--- src/rtl/aes128_round_sequencer.sv ---
// ---------------------------------------------------------------------------
// aes128_round_sequencer
//
// Iterative AES-128 encryption controller. It takes one plaintext/key pair,
// issues the initial AddRoundKey, NR-1 full rounds and the final round to an
// external shared round datapath, and expands the round keys on the fly. The
// ciphertext is returned over a valid/ready handshake.
//
// Ports
//   clk        in   1    system clock, rising edge
//   reset      in   1    synchronous, active-high reset
//   in_valid   in   1    plaintext/key offered
//   in_ready   out  1    block can accept input (IDLE only)
//   in_text    in   128  plaintext, [127:120] is byte 0
//   in_key     in   128  cipher key, w0 = [127:96] .. w3 = [31:0]
//   out_valid  out  1    ciphertext available
//   out_ready  in   1    consumer accepts ciphertext
//   out_text   out  128  ciphertext, same byte order as in_text
//   rnd_valid  out  1    one-cycle strobe issuing a round
//   rnd_mode   out  2    0 = AddRoundKey only, 1 = full round, 2 = final round
//   rnd_round  out  4    round index 0..NR being issued
//   rnd_state  out  128  state operand for the round
//   rnd_key    out  128  round key for the round
//   rnd_done   in   1    datapath result valid (latency >= 1 cycle)
//   rnd_result in   128  datapath output state
//   busy       out  1    high in every state except IDLE
//   dbg_state  out  2    FSM state: 0 IDLE, 1 ISSUE, 2 WAIT, 3 DONE
//
// Handshakes: a transfer happens on a rising edge where valid and ready are
// both high. A producer holding valid keeps its payload stable until that
// edge; ready may be high without valid. On this block in_ready is high only
// in IDLE and out_valid/out_text are held in DONE until out_ready is seen.
//
// NR must be 10 for the AES-128 product build; 1..10 is accepted only for
// reduced-round testing.
// ---------------------------------------------------------------------------

// Byte substitution table lookup (FIPS-197 S-box).
module aes128_sbox (
  input  logic [7:0] a,
  output logic [7:0] y
);
  // Entry i lives at bits [2047-8i -: 8]; 2047-8i == {~i, 3'b111}.
  localparam logic [2047:0] SBOX_TABLE = {
    128'h637c777bf26b6fc53001672bfed7ab76, 128'hca82c97dfa5947f0add4a2af9ca472c0,
    128'hb7fd9326363ff7cc34a5e5f171d83115, 128'h04c723c31896059a071280e2eb27b275,
    128'h09832c1a1b6e5aa0523bd6b329e32f84, 128'h53d100ed20fcb15b6acbbe394a4c58cf,
    128'hd0efaafb434d338545f9027f503c9fa8, 128'h51a3408f929d38f5bcb6da2110fff3d2,
    128'hcd0c13ec5f974417c4a77e3d645d1973, 128'h60814fdc222a908846eeb814de5e0bdb,
    128'he0323a0a4906245cc2d3ac629195e479, 128'he7c8376d8dd54ea96c56f4ea657aae08,
    128'hba78252e1ca6b4c6e8dd741f4bbd8b8a, 128'h703eb5664803f60e613557b986c11d9e,
    128'he1f8981169d98e949b1e87e9ce5528df, 128'h8ca1890dbfe6426841992d0fb054bb16
  };

  assign y = SBOX_TABLE[{~a, 3'b111} -: 8];
endmodule

module aes128_round_sequencer #(
  parameter int NR = 10
) (
  input  logic         clk,
  input  logic         reset,
  input  logic         in_valid,
  output logic         in_ready,
  input  logic [127:0] in_text,
  input  logic [127:0] in_key,
  output logic         out_valid,
  input  logic         out_ready,
  output logic [127:0] out_text,
  output logic         rnd_valid,
  output logic [1:0]   rnd_mode,
  output logic [3:0]   rnd_round,
  output logic [127:0] rnd_state,
  output logic [127:0] rnd_key,
  input  logic         rnd_done,
  input  logic [127:0] rnd_result,
  output logic         busy,
  output logic [1:0]   dbg_state
);

  localparam logic [3:0] LAST_ROUND = 4'(NR);

  typedef enum logic [1:0] {
    S_IDLE  = 2'd0,
    S_ISSUE = 2'd1,
    S_WAIT  = 2'd2,
    S_DONE  = 2'd3
  } state_t;

  state_t       state;
  state_t       state_nxt;
  logic [127:0] state_reg;
  logic [127:0] key_reg;
  logic [127:0] key_next;
  logic [3:0]   round;
  logic         last_round;

  // Key schedule signals
  logic [31:0] w0, w1, w2, w3;
  logic [31:0] sub_rot;
  logic [31:0] t_word;
  logic [31:0] n0, n1, n2, n3;
  logic [7:0]  rcon;

  assign last_round = (round == LAST_ROUND);

  // -------------------------------------------------------------------------
  // On-the-fly key expansion. key_reg always holds the key of the round about
  // to be issued; during ISSUE it is advanced to the next round's key using
  // rcon[round+1].
  // -------------------------------------------------------------------------
  assign {w0, w1, w2, w3} = key_reg;

  // SubWord(RotWord(w3)): RotWord moves the top byte of w3 to the bottom.
  aes128_sbox u_sbox0 (.a(w3[23:16]), .y(sub_rot[31:24]));
  aes128_sbox u_sbox1 (.a(w3[15:8]),  .y(sub_rot[23:16]));
  aes128_sbox u_sbox2 (.a(w3[7:0]),   .y(sub_rot[15:8]));
  aes128_sbox u_sbox3 (.a(w3[31:24]), .y(sub_rot[7:0]));

  // rcon indexed by the round being issued, i.e. rcon[round+1].
  always_comb begin
    rcon = 8'h00;
    case (round)
      4'd0:    rcon = 8'h01;
      4'd1:    rcon = 8'h02;
      4'd2:    rcon = 8'h04;
      4'd3:    rcon = 8'h08;
      4'd4:    rcon = 8'h10;
      4'd5:    rcon = 8'h20;
      4'd6:    rcon = 8'h40;
      4'd7:    rcon = 8'h80;
      4'd8:    rcon = 8'h1b;
      4'd9:    rcon = 8'h36;
      default: rcon = 8'h00;
    endcase
  end

  assign t_word   = sub_rot ^ {rcon, 24'h000000};
  assign n0       = w0 ^ t_word;
  assign n1       = w1 ^ n0;
  assign n2       = w2 ^ n1;
  assign n3       = w3 ^ n2;
  assign key_next = {n0, n1, n2, n3};

  // -------------------------------------------------------------------------
  // FSM: state register
  // -------------------------------------------------------------------------
  always_ff @(posedge clk) begin
    if (reset) begin
      state <= S_IDLE;
    end else begin
      state <= state_nxt;
    end
  end

  // -------------------------------------------------------------------------
  // FSM: next-state logic. rnd_done only matters in WAIT.
  // -------------------------------------------------------------------------
  always_comb begin
    state_nxt = state;
    case (state)
      S_IDLE:  if (in_valid)  state_nxt = S_ISSUE;
      S_ISSUE: state_nxt = S_WAIT;
      S_WAIT:  if (rnd_done)  state_nxt = last_round ? S_DONE : S_ISSUE;
      S_DONE:  if (out_ready) state_nxt = S_IDLE;
      default: state_nxt = S_IDLE;
    endcase
  end

  // -------------------------------------------------------------------------
  // Working registers: block state, current round key and round counter.
  // -------------------------------------------------------------------------
  always_ff @(posedge clk) begin
    if (reset) begin
      state_reg <= '0;
      key_reg   <= '0;
      round     <= '0;
    end else begin
      case (state)
        S_IDLE: begin
          if (in_valid) begin
            state_reg <= in_text;
            key_reg   <= in_key;
            round     <= '0;
          end
        end
        S_ISSUE: begin
          // The key for the round just issued has been handed out; advance it.
          if (!last_round) key_reg <= key_next;
        end
        S_WAIT: begin
          if (rnd_done) begin
            state_reg <= rnd_result;
            if (!last_round) round <= round + 4'd1;
          end
        end
        default: ;
      endcase
    end
  end

  // -------------------------------------------------------------------------
  // FSM: outputs. Operand buses come straight from registers.
  // -------------------------------------------------------------------------
  always_comb begin
    in_ready  = 1'b0;
    busy      = 1'b1;
    rnd_valid = 1'b0;
    out_valid = 1'b0;
    out_text  = '0;
    case (state)
      S_IDLE: begin
        in_ready = 1'b1;
        busy     = 1'b0;
      end
      S_ISSUE: rnd_valid = 1'b1;
      S_DONE: begin
        out_valid = 1'b1;
        out_text  = state_reg;
      end
      default: ;
    endcase

    if (round == 4'd0)    rnd_mode = 2'd0;
    else if (last_round)  rnd_mode = 2'd2;
    else                  rnd_mode = 2'd1;

    rnd_round = round;
    rnd_state = state_reg;
    rnd_key   = key_reg;
    dbg_state = state;
  end

endmodule
--- config.mk ---
export PLATFORM = sky130hd
export DESIGN_NAME = aes128_round_sequencer
export DESIGN_NICKNAME = d
export VERILOG_FILES = /design/src/rtl/aes128_round_sequencer.sv
export SDC_FILE = /design/constraint.sdc
export NUM_CORES = 2
export LEC_CHECK = 0
export CORE_AREA = 10 10 293 295
export DETAILED_ROUTE_END_ITERATION = 7
export DIE_AREA = 0 0 303 305
export PLACE_DENSITY = 0.76
export SYNTH_ARGS = -nofsm -noshare
export SYNTH_HDL_FRONTEND = slang
export SYNTH_SLANG_ARGS = --single-unit
--- constraint.sdc ---
create_clock -name clk -period 3.96 [get_ports clk]
set_clock_uncertainty 0.2 [all_clocks]
set_input_delay 0.594 -clock clk [delete_from_list [all_inputs] [get_ports clk]]
set_output_delay 0.594 -clock clk [all_outputs]
set_load 0.02 [all_outputs]
; ---- Word-level counts from Yosys, hierarchy flattened
; Memories as Yosys holds them, arrays and structs flattened. A register that Yosys moved wholly into a read port is not among the register bits.
; Index checks and enable logic that the tools add are counted.
[op_classes]
n_eq_ne = 9
mux = 24
n_reduce_logical = 8
shifts = 4
bitwise_logic = 9
addsub = 1
[op_table]
columns = cell, count
row1 = $shiftx A2055 B12 Y8 const A, 4
row2 = $mux W128, 5
row3 = $pmux W128 S2, 2
row4 = $xor A32 B32 Y32, 5
row5 = $not A8 Y8, 4
row6 = $mux W4, 5
row7 = $mux W2, 6
row8 = $ne A2 B2 Y1 const B, 5
row9 = $reduce_and A3 Y1, 3
row10 = $pmux W2 S4, 1
row11 = $pmux W4 S2, 1
row12 = $add A4 B1 Y4 const B, 1
row13 = $eq A2 B2 Y1 const B, 2
row14 = $eq A4 B4 Y1 const B, 1
row15 = $logic_not A4 Y1, 1
row16 = $mux W1, 4
row17 = $reduce_and A4 Y1, 1
row18 = $reduce_bool A2 Y1, 2
row19 = $eq A2 B1 Y1 const B, 1
row20 = $logic_not A2 Y1, 1
[totals]
elab_cells = 60
out_inout_bits = 396
in_bits = 389
mem_count = 1
mem_bits_ro = 128
regBits = 262
[memory_table]
columns = name, words, word_bits, rd, rd_ports_with_merged_regs, write_ports, line_no
row1 = (no name shown), 16, 8, 1, 1, 0, 123  ; case (round)

; ---- Logic depth before layout (Yosys ltp)
[logic_depth]
ltp_word = 9
depth_mapped = 15

; ---- By module
; Synthesis repeated with hierarchy kept, for this count alone.
[unflattened]
cells_unflattened = 4004
hier_area_um2 = 28576.2
[modules_own_cells]
columns = module, area_each_um2, cells_per_inst, n_inst, seq_area_each_um2
row1 = aes128_round_sequencer, 14833.0, 1800, 1, 5405.2
row2 = aes128_sbox, 3435.8, 551, 4, 0.0

; ---- Worst setup path after synthesis
; No wires, ideal clock.
[synth_path]
path_type = register to register
from = reg key_reg[16], in the netlist rnd_key[16]
to = reg key_reg[30], in the netlist rnd_key[30]
stages_incl_launch_ff = 15
setup_ns = 0.127
arrival_ns = 3.892
required_time_ns = 3.633
slack_ns = -0.259
path_buffers = 3
path_cell_list = dfxtp_1 buf_2 clkbuf_1 inv_1 ha_1 buf_2 o21a_1 or2_0 mux4_2 a211o_1 mux4_2 xnor2_2 xnor3_1 mux2i_1 o21ai_1
[synth_between]
elab_chain_cells = 9
[synth_lines]
columns = item, line_no
row1 = from (decl), 93  ; logic [127:0] key_reg;
row2 = from (signal assigned), 183  ; key_reg <= in_key;
row3 = from (signal assigned), 189  ; if (!last_round) key_reg <= key_next;
row4 = $not A8 Y8, 55  ; assign y = SBOX_TABLE[{~a, 3'b111} -: 8];
row5 = $shiftx A2055 B12 Y8, 55
row6 = $xor A32 B32 Y32, 138  ; assign t_word = sub_rot ^ {rcon, 24'h000000};
row7 = $xor A32 B32 Y32, 139  ; assign n0 = w0 ^ t_word;
row8 = $xor A32 B32 Y32, 140  ; assign n1 = w1 ^ n0;
row9 = $xor A32 B32 Y32, 141  ; assign n2 = w2 ^ n1;
row10 = $xor A32 B32 Y32, 142  ; assign n3 = w3 ^ n2;
row11 = $mux W128, 189
row12 = $pmux W128 S2, 179  ; case (state)
; Every way passes these cells. The select of a mux whose other input is x is not followed.
; A chain may end at the register's enable or synchronous reset.

; ---- Worst setup path in the final report
[layout_path]
from = reg key_reg[9], in the netlist rnd_key[9]
to = reg key_reg[16], in the netlist rnd_key[16]
; The elaborated chain is that of the path after synthesis.

==> flow_summary.ini <==
[drt]
first_pass_iters = 8
vias_per_cell = 6.52
vias = 38928
ant_nets = 0
remaining_drc_errors = 0
wl_um = 203000
drtIter0Drc = 5879
wl_per_cell_um = 33.9

[worst_setup_path]
cpMaxStageDelayCell = mux4_2
max_stage_delay_ns = 0.52
critPathLaunch = rnd_key[9]
cp_cell_sequence = buf_4 -> ha_1 -> buf_4 -> nor2_1 -> a21oi_1 -> mux2i_1 -> mux4_2 -> mux4_2 -> xnor2_2 -> xnor2_1 -> a31o_1 -> a221oi_1
worst-path-max-fanout = 16
critPathCaptureType = register
reg2regPathDepth = 12
required_ns = 4.23
crit_buf_inv = 2
ff2ff_setup_slack_ns = 0.04
reg2reg_from = rnd_key[9]
start_kind = register
timing.rr.end = rnd_key[16]
cp_top_family = multiplexers
critical_path_arrival_ns = 4.20
worstSetupPathType = register to register

[logic_synthesis]
ys_warn_count = 0
syn_area_mm2 = 0.0299
synth_cell_types = 106
async_flop_share_pct = 0
synth.avg_cell_area_um2 = 7.37
synth_nets = 4507
ys_seq_elements = 270
seq_area_frac_synth_pct = 18.1
syn-instance-count = 4055
synthFlopType = dfxtp_1
synth-edff-count = 0

[clocking]
numCtsBuffers = 36
cts_buffer_depth = 3
htreeDepth = 2
cts-root-buf = clkbuf_16
hold_buffers = 0
tritoncts = done
clkSinkCount = 270
cts.clk_slew.worst_paths_ns = 0.08
insertion_delay_ns = 0.59

[global_route]
grt_pass1_vias = 36021
grt_max_degree = 202
overflow = 0
grt_pass1_wl_um = 282000
antenna_found_initial = 63
grt_usage_pct = 41.3

[worst_hold_path]
min_from = reset
hold_path.class = input port to register
holdPathStages = 2
hold_end = dbg_state[1]

[run]
cap_violations = 0

[sta]
period_needed_ns = 3.92
slew_headroom_pct = 37.5
fin_tns_setup_ns = 0
rsz0062_at_grt = yes
finalCritPeriodShare_pct = 99.1
finalHoldViolations = 0
slew_viol_final = 0
clock.fmax_mhz = 255
setup_violations = 0
worst_pin_slew_ns = 0.926
layout_setup_ws_ns = 0.0365

[layout]
syn2layout_area_growth_pct = 42.1
multi_input_area_mm2 = 0.0223
drive_gt1_share_pct = 14.7
nets = 5294
regArea_mm2 = 0.00545
nFillCells = 7833

[floorplanning]
die_h_um = 305
rows = 104
die_w_um = 303
io_pins = 785
fp.coreArea_mm2 = 0.0799
die_area_mm2 = 0.0924
start_util_pct = 37.4

[place]
dp_hpwl_um = 158000
portBuffers = 784
place_ws_ns = -0.106
gp_congestion = 1.03

[pwr]
internal_power_mw = 10.2
peakVddDrop_mv = 0.273
leakage_nw = 17.0
powerDensity_mw_per_mm2 = 453
combPwrFrac_pct = 62.5
pwr-share-seq_pct = 18.9
switching_share_pct = 46.9
clock_power_share_pct = 18.6
p_sw_mw = 9.01

[outcome]
status = finished, final reports clean
==> cell type report <==
| type | count | share of cell area, % |
|---|---|---|
| tap | 1060 | 3.12 |
| inverter | 59 | 0.536 |
| clock inverter | 12 | 0.386 |
| clock buffer | 51 | 2.52 |
| sequential | 270 | 12.8 |
| antenna | 41 | 0.242 |
| multi-input combinational | 3248 | 52.6 |
| timing repair buffer | 1227 | 27.7 |
==> sequential cells by signal, summed over array words and instances (netlist names) <==
register   flops
rnd_key      128
rnd_state    128
rcon           8
dbg_state      2
rnd_round      4
==> logic make-up (layout without fill, tap and decap cells) <==
family | count (synthesis) | count (layout) | share of synthesized area [%]
flip-flops | 270 | 270 | 18.1
AND/OR/NAND/NOR | 1438 | 1438 | 24.2
XOR/XNOR | 115 | 115 | 3.99
multiplexers | 264 | 264 | 11.2
other | 0 | 41 | 0
buffers and inverters | 537 | 1349 | 7.74
adder cells (fa/ha/maj) | 65 | 65 | 2.70
AO/OA/AOI/OAI | 1366 | 1366 | 32.0
==> synthesized netlist by cell type (26+ instances only) <==
| cell | instances | share of area (%) |
|---|---|---|
| a211oi_1 | 207 | 5.2 |
| a21o_1 | 33 | 0.83 |
| a21oi_1 | 251 | 4.2 |
| a221oi_1 | 32 | 0.94 |
| a22oi_1 | 29 | 0.73 |
| a311oi_1 | 47 | 1.4 |
| a31oi_1 | 57 | 1.2 |
| and2_1 | 35 | 0.73 |
| and3_1 | 174 | 3.6 |
| buf_1 | 35 | 0.44 |
| buf_2 | 120 | 2.0 |
| buf_4 | 27 | 0.68 |
| clkbuf_1 | 290 | 3.6 |
| dfxtp_1 | 270 | 18 |
| ha_1 | 63 | 2.6 |
| inv_1 | 45 | 0.57 |
| mux2i_1 | 185 | 6.2 |
| mux4_2 | 55 | 4.1 |
| nand2_1 | 276 | 3.5 |
| nand2b_1 | 110 | 2.3 |
| nand3_1 | 66 | 1.1 |
| nor2_1 | 416 | 5.2 |
| nor2b_1 | 90 | 1.9 |
| nor3_1 | 87 | 1.5 |
| nor3b_1 | 26 | 0.65 |
| o211ai_1 | 47 | 1.2 |
| o21ai_0 | 247 | 4.1 |
| o22ai_1 | 26 | 0.54 |
| o311ai_0 | 33 | 0.97 |
| o31ai_1 | 41 | 1.0 |
| or3_1 | 39 | 0.82 |
| xnor2_1 | 62 | 1.8 |
| xor2_1 | 36 | 1.1 |
==> worst max path at each step <==
stage	endpoint	depth (start not counted)
2_1_floorplan	rnd_key[30]	14
4_1_cts	rnd_key[24]	14
6_report	rnd_key[16]	12
3_5_place_dp	rnd_key[19]	13
5_1_grt	rnd_key[19]	13
3_3_place_gp	rnd_key[24]	14
==> power by group through the flow <==
stage	Sequential [mW]	Combinational, mW	Clock (mW)
CTS	3.60	11.6	3.60
global placement	3.65	11.6	0
detailed placement	3.66	11.5	0
floorplan	3.73	6.11	0
finish	3.64	12.0	3.58
global route	3.64	12.5	3.69
==> stage by stage <==
step	std cells	hold slack, ns	power (mW)	area (um^2)	util [%]
floorplan	4055	0.352	9.83	29900	-
global placement	5863	0.272	15.3	41000	51.3
detailed placement	5863	0.278	15.2	41000	51.3
CTS	5926	0.214	18.8	42200	52.8
global route	5957	0.250	19.9	42400	53.1
finish	5968	0.197	19.2	42500	53.1
==> cells in the final DEF (no fill, tap or decap), types with 52 or more instances in the layout <==
cell type	count
a211oi_1	206
nor2b_1	87
a31oi_1	57
nor2_1	411
a21oi_1	251
o21ai_0	246
mux2i_1	185
buf_4	395
nor3_1	87
dfxtp_1	251
mux4_2	55
nand2b_1	107
xnor2_1	62
clkdlybuf4s50_1	783
nand3_1	66
and3_1	174
nand2_1	275
ha_1	52
==> layer usage <==
| metal | global-route usage (%) | up-vias | share of wire, % |
|---|---|---|---|
| li1 | - | 16873 | - |
| met1 | 49.9 | 18692 | 37 |
| met2 | 62.7 | 2723 | 43 |
| met3 | 11.5 | 612 | 11 |
| met4 | 28.0 | 28 | 8.3 |
| met5 | 0 | - | 0.10 |
==> repair_timing <==
item | 4_1_cts | 5_1_grt
resized for setup | 2 | 36
pin swaps | 0 | 3
hold endpoints to repair | 0 | 0
buffers inserted | 0 | 1
endpoints found under the setup margin | 2 | 29
No activity file was read; power rests on OpenSTA's default activity.
